$ cat src/rtl/srl_sra_pipe.sv
// srl_sra_pipe: five-stage pipelined 32-bit right shifter (srl/sra) with
// valid/ready flow control, backpressure and synchronous flush.
// Stage k consumes shamt bit SHW-k, so the big shifts happen first.
// WIDTH must equal 2**SHW.

// One pipeline slot: loads the previous slot's operation, shifted by
// 2**BIT when that shamt bit is set, whenever the slot is free to load.
module srl_sra_stage #(
    parameter int WIDTH = 32,
    parameter int SHW   = 5,
    parameter int TAGW  = 5,
    parameter int BIT   = 0
) (
    input  logic             clock,
    input  logic             reset_n,
    input  logic             flush,
    input  logic             load_en,
    input  logic             prev_valid,
    input  logic [WIDTH-1:0] prev_data,
    input  logic [SHW-1:0]   prev_shamt,
    input  logic             prev_arith,
    input  logic [TAGW-1:0]  prev_tag,
    output logic             valid_q,
    output logic [WIDTH-1:0] data_q,
    output logic [SHW-1:0]   shamt_q,
    output logic             arith_q,
    output logic [TAGW-1:0]  tag_q
);
    localparam int AMT = 1 << BIT;

    logic             valid_d;
    logic [WIDTH-1:0] data_d;
    logic [SHW-1:0]   shamt_d;
    logic             arith_d;
    logic [TAGW-1:0]  tag_d;
    logic [WIDTH-1:0] fill;
    logic [WIDTH-1:0] fill_mask;
    logic [WIDTH-1:0] shifted;

    // Shift by this slot's fixed amount; sra fills with the incoming MSB,
    // which is still the original sign bit.
    always_comb begin
        fill      = {WIDTH{prev_arith & prev_data[WIDTH-1]}};
        fill_mask = ~({WIDTH{1'b1}} >> AMT);
        shifted   = prev_shamt[BIT] ? ((prev_data >> AMT) | (fill & fill_mask))
                                    : prev_data;
    end

    // Next-state: take the upstream op when free, hold otherwise; payload
    // only moves with a valid op so an empty slot keeps its old contents.
    always_comb begin
        valid_d = valid_q;
        data_d  = data_q;
        shamt_d = shamt_q;
        arith_d = arith_q;
        tag_d   = tag_q;
        if (load_en) begin
            valid_d = prev_valid;
            if (prev_valid) begin
                data_d  = shifted;
                shamt_d = prev_shamt & ~(SHW'(1) << BIT);
                arith_d = prev_arith;
                tag_d   = prev_tag;
            end
        end
        if (flush) valid_d = 1'b0;
    end

    // Slot registers, cleared by the asynchronous reset.
    always_ff @(posedge clock or negedge reset_n) begin
        if (!reset_n) begin
            valid_q <= 1'b0;
            data_q  <= '0;
            shamt_q <= '0;
            arith_q <= 1'b0;
            tag_q   <= '0;
        end else begin
            valid_q <= valid_d;
            data_q  <= data_d;
            shamt_q <= shamt_d;
            arith_q <= arith_d;
            tag_q   <= tag_d;
        end
    end
endmodule

module srl_sra_pipe #(
    parameter int WIDTH = 32,
    parameter int SHW   = 5,
    parameter int TAGW  = 5
) (
    input  logic             clock,
    input  logic             reset_n,
    input  logic             in_valid,
    output logic             in_ready,
    input  logic [WIDTH-1:0] in_data,
    input  logic [SHW-1:0]   in_shamt,
    input  logic             in_arith,
    input  logic [TAGW-1:0]  in_tag,
    input  logic             flush,
    output logic             out_valid,
    input  logic             out_ready,
    output logic [WIDTH-1:0] out_data,
    output logic [TAGW-1:0]  out_tag,
    output logic             busy
);
    // Index 0 is the input port, 1..SHW are the registered stages.
    logic [SHW:0]                vld_pipe;
    logic [SHW:0][WIDTH-1:0]     data_pipe;
    logic [SHW:0][SHW-1:0]       shamt_pipe;
    logic [SHW:0]                arith_pipe;
    logic [SHW:0][TAGW-1:0]      tag_pipe;
    // free[k]: stage k may load this cycle (empty, or its op moves on).
    logic [SHW+1:1]              free;
    logic                        unused_shamt;

    assign vld_pipe[0]   = in_valid;
    assign data_pipe[0]  = in_data;
    assign shamt_pipe[0] = in_shamt;
    assign arith_pipe[0] = in_arith;
    assign tag_pipe[0]   = in_tag;
    assign free[SHW+1]   = out_ready;

    for (genvar k = 1; k <= SHW; k++) begin : g_stage
        // Bubbles collapse: an empty stage is always free.
        assign free[k] = !vld_pipe[k] | free[k+1];

        srl_sra_stage #(
            .WIDTH(WIDTH), .SHW(SHW), .TAGW(TAGW), .BIT(SHW - k)
        ) u_stage (
            .clock     (clock),
            .reset_n   (reset_n),
            .flush     (flush),
            .load_en   (free[k]),
            .prev_valid(vld_pipe[k-1]),
            .prev_data (data_pipe[k-1]),
            .prev_shamt(shamt_pipe[k-1]),
            .prev_arith(arith_pipe[k-1]),
            .prev_tag  (tag_pipe[k-1]),
            .valid_q   (vld_pipe[k]),
            .data_q    (data_pipe[k]),
            .shamt_q   (shamt_pipe[k]),
            .arith_q   (arith_pipe[k]),
            .tag_q     (tag_pipe[k])
        );
    end

    // The last stage's leftover shamt bits are all consumed by then.
    assign unused_shamt = ^{shamt_pipe[SHW], arith_pipe[SHW]};

    assign in_ready  = free[1];
    assign out_valid = vld_pipe[SHW];
    assign out_data  = data_pipe[SHW];
    assign out_tag   = tag_pipe[SHW];
    assign busy      = |vld_pipe[SHW:1];
endmodule

$ cat config.mk
export PLATFORM = sky130hd
export DESIGN_NAME = srl_sra_pipe
export DESIGN_NICKNAME = d
export VERILOG_FILES = /design/src/rtl/srl_sra_pipe.sv
export SDC_FILE = /design/constraint.sdc
export NUM_CORES = 1
export LEC_CHECK = 0
export BUFFER_PORTS_ARGS = -buffer_cell sky130_fd_sc_hd__buf_2
export CAP_MARGIN = 20
export CELL_PAD_IN_SITES_DETAIL_PLACEMENT = 0
export CELL_PAD_IN_SITES_GLOBAL_PLACEMENT = 2
export CORE_ASPECT_RATIO = 0.7
export CORE_MARGIN = 10
export CORE_UTILIZATION = 44
export DETAILED_ROUTE_END_ITERATION = 10
export GPL_TIMING_DRIVEN = 0
export PLACE_DENSITY_LB_ADDON = 0.1
export SYNTH_ARGS = -nofsm -noshare
export SYNTH_HDL_FRONTEND = slang
export SYNTH_SLANG_ARGS = --single-unit
$ cat constraint.sdc
create_clock -name clock -period 3.9 [get_ports clock]
set_clock_uncertainty 0.2 [all_clocks]
set_input_delay 0.39 -clock clock [delete_from_list [all_inputs] [get_ports clock]]
set_output_delay 0.39 -clock clock [all_outputs]
set_load 0.01 [all_outputs]
==> summary.md, run 1 <==
| Metric | Value |
|---|---|
| PD cells | 641.8 nW/um2 |
| Diode count | 0 |
| CTS resizes | 0 |
| Fill cell count | 1926 |
| Final Wtd Congestion | 0.8364 |
| Number of synthesized flops with an enable pin | 0 |
| Crit path launch type | register |
| Final Cycle Share | 72.64% |
| Clock transition at path regs | 0.06 ns |
| Pwr Total | 7.258 mW |
| Synth area leader | dfrtp_1 |
| Synth top area cells | dfrtp_1, mux2_2, a21oi_1 |
| Fin. Hold Viols | 0 |
| Grt total ovfl | 0 |
| VDD IR max | 0.3094 mV |
| Max-Cap Viols | 0 |
| Achievable frequency | 0.3530 GHz |
| Vias | 6244 |
| Unrepaired setup endpoints after global routing | false |
| Worst-Margin Slew | 0.8243 ns |
| Final Setup Violations | 0 |
| Most Frequent Cell on Critical Path | clkbuf_1 |
| Starting DRT DRC Count | 298 |
| Largest net degree at the start of global routing | 108 |
| Final Slew Violations | 0 |
| Vias in the first global route | 6635 |
| Synthesized cell area | 9644 um2 |
| Post-route DRC | 0 |
| Syn nets | 807 |
| H-Tree Level Count | 1 |
| Post-synthesis sequential area ratio | 52.93% |
| Top cell type's share of synthesized area | 52.93% |
| Avg WL per Cell | 19.67 um |
| Max clock buf depth | 3 |
| Family with the most delay on the worst path | buffers and inverters |
| Static Leak | 5.078 nW |
| Placed cell areas | 10470 um2 |
| Bufs and invs on worst path | 3 |
| Synth Instances | 759 |
| Root buf cell | clkbuf_16 |
| Outcome | completed |
| Area delta synth->final | 17.25% |
| Die H | 143.9 um |
| Num ports | 88 |
| Site Rows | 45 |
| CTS Buf Count | 22 |
| Post-synth top cells | dfrtp_1, mux2_2, a21oi_1 |
| Crit path required time | 3.31 ns |
| Routed Antenna Nets | 0 |
| Peak fanout along the critical path | 10 |
| Slew HR | 45.05% |
| Synth Register Bits | 204 |
| Core area | 21620 um2 |
| Non-Filler Cell Area, Final | 11310 um2 |
| Clock latency on the worst-skew pair | 0.50 ns |
| Worst setup EP type | output pin |
| Min Tclk post-route | 2.833 ns |
| Initial Util | 44.61% |
| WL final | 23.19 mm |
| GRT Resource Usage Total | 16.30% |
| Min-delay worst type | primary input to register |
| Crit Path Category | register to output pin |
| Yosys warns | 0 |
| CTS sink count | 204 |
| First-pass GRT wire length | 36.51 mm |
| CP max stage cell | clkbuf_1 |
| CP cell instances | clkbuf_1 > clkbuf_1 > nor2_1 > nand2_1 > buf_2 |
| Worst Path Arrival | 2.24 ns |
| Share of cells above drive strength 1 | 41.14% |
| Largest stage delay, worst path | 0.47 ns |
| Die Area | 28330 um2 |
| First-pass DRT Iterations | 4 |
| Unique masters post-synth | 31 |
| # port buffers | 86 |
| Count leader, synth | dfrtp_1 |
| CTS tree | built |
| Via density | 5.296 |
| Initial antenna violation count | 0 |
| Post-DP HPWL | 17.40 mm |
| Final #Nets | 931 |
| Async SR Flop Fraction | 100.0% |
| Post-synth top flop | dfrtp_1 |
| Synthesized area per cell | 12.71 um2 |
| Die X | 197.0 um |
[timing repair]
action,4_1_cts,5_1_grt
hold buffers,13,0
buffers inserted,0,0
endpoints found under the hold margin,122,0
[final cells by class]
type | count | area [um2] | share of cell area [%]
Clock buffer | 30 | 641.9 | 5.676
Tap cell | 282 | 352.8 | 3.120
Timing Repair Buffer | 100 | 598.1 | 5.289
Buffer | 88 | 539.3 | 4.769
Clock inverter | 8 | 71.32 | 0.6307
Sequential cell | 204 | 5105 | 45.14
Inverter | 18 | 67.56 | 0.5975
Multi-Input combinational cell | 449 | 3933 | 34.78
[path summary, 6_finish.rpt]
check	from	depth (start not counted)	slack [ns]	end
hold / removal	in_data[11]	3	0.06	g_stage[1].u_stage.data_q[11]
setup reg to reg	g_stage[1].u_stage.shamt_q[3]	4	1.70	g_stage[2].u_stage.data_q[23]
max in group asynchronous	reset_n	3	2.15	g_stage[2].u_stage.data_q[4]
setup / recovery	g_stage[2].u_stage.valid_q	5	1.07	busy
min in group asynchronous	reset_n	2	0.34	g_stage[5].u_stage.data_q[18]
hold reg to reg	g_stage[1].u_stage.data_q[0]	1	0.31	g_stage[1].u_stage.data_q[0]
[through the flow]
| step | setup WS, ns | util, % | setup TNS (ns) | hold slack (ns) | cells |
|---|---|---|---|---|---|
| 6_report | 1.067 | 52.30 | 0 | 0.05796 | 1179 |
| 5_1_grt | 0.9214 | 52.30 | 0 | 0.04210 | 1179 |
| 4_1_cts | 1.073 | 52.30 | 0 | 0.03924 | 1179 |
| 3_5_place_dp | 1.598 | 48.40 | 0 | 0.2893 | 1128 |
| 3_3_place_gp | -1.096 | 48.23 | -218.96 | 0.2883 | 1127 |
| 2_1_floorplan | 1.970 | - | 0 | -0.1056 | 759 |
[logic make-up after synthesis]
group,count (synthesis),share of synthesized area [%]
flip-flops,204,52.93
buffers and inverters,106,6.292
multiplexers,249,29.10
AO/OA/AOI/OAI,166,9.600
AND/OR/NAND/NOR,34,2.076
[placed cells by master, fill, tap and decap left out, types with 3 or more instances in the layout]
cell type	instances
dfrtp_1	204
o22a_1	8
a2bb2oi_1	7
mux2_4	21
nor2b_1	15
nand3_1	5
o21ai_0	12
buf_1	4
a21oi_1	132
clkbuf_1	33
dlygate4sd3_1	13
buf_6	3
inv_1	18
nor2_1	5
clkinv_2	6
buf_2	97
mux2i_1	61
clkbuf_8	4
buf_4	37
clkbuf_16	23
mux2_2	167
[metal layers]
layer | vias up | track usage, % | part of all wire [%]
met3 | 26 | 2.920 | 5.9
met1 | 3201 | 23.83 | 48
met5 | - | 0 | 0
li1 | 2923 | - | -
met4 | 0 | 3.267 | 1.4
met2 | 94 | 24.69 | 44
[worst register-to-register path: stages, from the launching register on]
cell and delay (ns):
dfrtp_1 0.32, clkbuf_1 0.35, clkbuf_1 0.48, mux2_2 0.44, mux2_2 0.28
[state kept, by name (all words and copies together), names as in the netlist]
name / count
g_stage.u_stage.valid_q: 5
g_stage.u_stage.arith_q: 4
g_stage.u_stage.data_q: 160
g_stage.u_stage.tag_q: 25
g_stage.u_stage.shamt_q: 10
[report_power, final]
group | switching (mW) | internal (mW)
sequential | 0.489 | 2.75
combinational | 0.850 | 1.11
clock | 0.839 | 1.22
Power figures use the tool's default switching activity.
==> run 2, diff against run 1 <==
CORE_UTILIZATION = 37   (was 44)
clock period = 2.45 ns   (was 3.9 ns; I/O delays follow)
==> run 2 against run 1 <==
Effect of this change: design area up 4.4%; count of clock-buffer cells in the layout rose by 8; largest power group unchanged; setup slack lost 0.90 ns; die area increased by 17%; highest routed layer unchanged; largest cell class unchanged.
==> summary.md, run 2 (synthesis results as in run 1) <==
| Metric | Value |
|---|---|
| Clock latency on the worst-skew pair | 0.50 ns |
| Crit path required time | 2.01 ns |
| Area delta synth->final | 22.37% |
| Crit Path Category | register to output pin |
| Share of cells above drive strength 1 | 38.75% |
| Routed Antenna Nets | 0 |
| Peak fanout along the critical path | 19 |
| Initial Util | 37.54% |
| Fill cell count | 2343 |
| Top flop regs | g_stage.u_stage.data_q (160), g_stage.u_stage.tag_q (25), g_stage.u_stage.shamt_q (10) |
| Final Wtd Congestion | 0.8079 |
| Post-DP HPWL | 18.13 mm |
| CP max stage cell | dfrtp_1 |
| Dpl ws | 0.2197 ns |
| GRT Resource Usage Total | 15.03% |
| Final Slew Violations | 0 |
| Setup tns final | 0 ns |
| Avg WL per Cell | 19.65 um |
| PD cells | 980.9 nW/um2 |
| Pwr Total | 11.58 mW |
| Final Hold Slack | 0.09667 ns |
| Largest stage delay, worst path | 0.46 ns |
| Reg with most FFs | g_stage.u_stage.data_q |
| Final Setup Violations | 0 |
| CP cell instances | clkbuf_2 > nor2_1 > nand2_1 > buf_2 |
| CTS sink count | 204 |
| Placed cells | 1177 |
| Die Area | 33030 um2 |
| H-Tree Level Count | 1 |
| Worst setup EP type | output pin |
| Most frequent cells in the layout | dfrtp_1, mux2_2, a21oi_1 |
| Max clock buf depth | 3 |
| Die H | 155.1 um |
| First-pass DRT Iterations | 6 |
| Grt total ovfl | 0 |
| Max-Cap Viols | 0 |
| Diode count | 0 |
| Postcts setup bufs | 0 |
| Final Cycle Share | 93.21% |
| Starting DRT DRC Count | 246 |
| CTS Buf Count | 22 |
| Slew HR | 44.45% |
| Root buf cell | clkbuf_16 |
| VDD IR max | 0.4511 mV |
| Site Rows | 49 |
| Worst Path Arrival | 1.84 ns |
| Family with the most delay on the worst path | buffers and inverters |
| Core area | 25690 um2 |
| Unrepaired setup endpoints after global routing | false |
| Die X | 213.0 um |
| Via density | 5.086 |
| Initial antenna violation count | 0 |
| CTS tree | built |
| Post-route DRC | 0 |
| First-pass GRT wire length | 39.25 mm |
| Min-delay worst type | primary input to async pin |
| Fin. Hold Viols | 0 |
| Final Non-Filler Cells | 1273 |
| Clock transition at path regs | 0.06 ns |
| Crit path launch type | register |
| Achievable frequency | 0.4379 GHz |
| Num ports | 88 |
| Most common cell after layout, fill and taps aside | dfrtp_1 |
| Outcome | completed |
| Number of flip-flops in the largest register | 160 |
| Min Tclk post-route | 2.284 ns |
| Largest net degree at the start of global routing | 124 |
| # port buffers | 86 |
| Final #Nets | 975 |
| WL final | 25.02 mm |
| Vias in the first global route | 7026 |
| Final worst slack | 0.1663 ns |
| Bufs and invs on worst path | 2 |
| Static Leak | 5.251 nW |
| Worst-Margin Slew | 0.8332 ns |
| Vias | 6474 |
run 2: cell types whose count changed in the layout (fill, tap and decap cells not counted), sizes merged:
cell,before,now
bufinv,1,0
inv,19,18
dlygate4sd3,13,58
clkbuf,60,67
clkinv,6,1
run 2: path summary, 6_finish.rpt:
kind	start	end	slack [ns]	depth (start not counted)
min in group clock	out_ready	g_stage[4].u_stage.valid_q	0.15	5
min	reset_n	g_stage[1].u_stage.data_q[2]	0.1	2
min reg2reg	g_stage[2].u_stage.tag_q[4]	g_stage[2].u_stage.tag_q[4]	0.30	1
max reg2reg	g_stage[5].u_stage.valid_q	g_stage[4].u_stage.tag_q[0]	0.21	6
max	g_stage[2].u_stage.valid_q	busy	0.17	4
max in group asynchronous	reset_n	g_stage[1].u_stage.data_q[14]	0.92	3
run 2: repair_timing:
item / CTS / global route
resized for setup: 1 / 0
endpoints found under the setup margin: 1 / 0
hold buffers: 58 / 0
endpoints found under the hold margin: 128 / 0
run 2: layout make-up:
type	instances	area [um2]	area share (%)
multi-input cells	449	3933	33.32
plain buffers	87	536.8	4.548
inverters	18	67.56	0.5725
clock buffers	38	691.9	5.863
repair buffers	145	1049	8.885
flip-flops and latches	204	5105	43.26
clock inverters	1	5.005	0.04241
well taps	331	414.1	3.509
run 2: per-stage QoR:
stage               util (%)  instance area (um2)
CTS                    45.94                11800
global placement       40.83                10490
floorplan                  -                 9644
detailed placement     40.98                10530
global route           45.94                11800
finish                 45.94                11800
run 2: layer usage:
metal  global-route usage [%]  share of wire, %  up-vias  wire length, um
li1                         -                 -     3012                -
met1                    21.80                50     3332            12450
met2                    22.87                45       95            11140
met3                    2.248               3.5       35              878
met4                    3.864               2.2        0              556
met5                        0                 0        -                0
run 2: power breakdown:
part | internal [mW] | switching, mW
logic | 1.82 | 1.37
registers | 4.38 | 0.779
clock network | 1.90 | 1.32
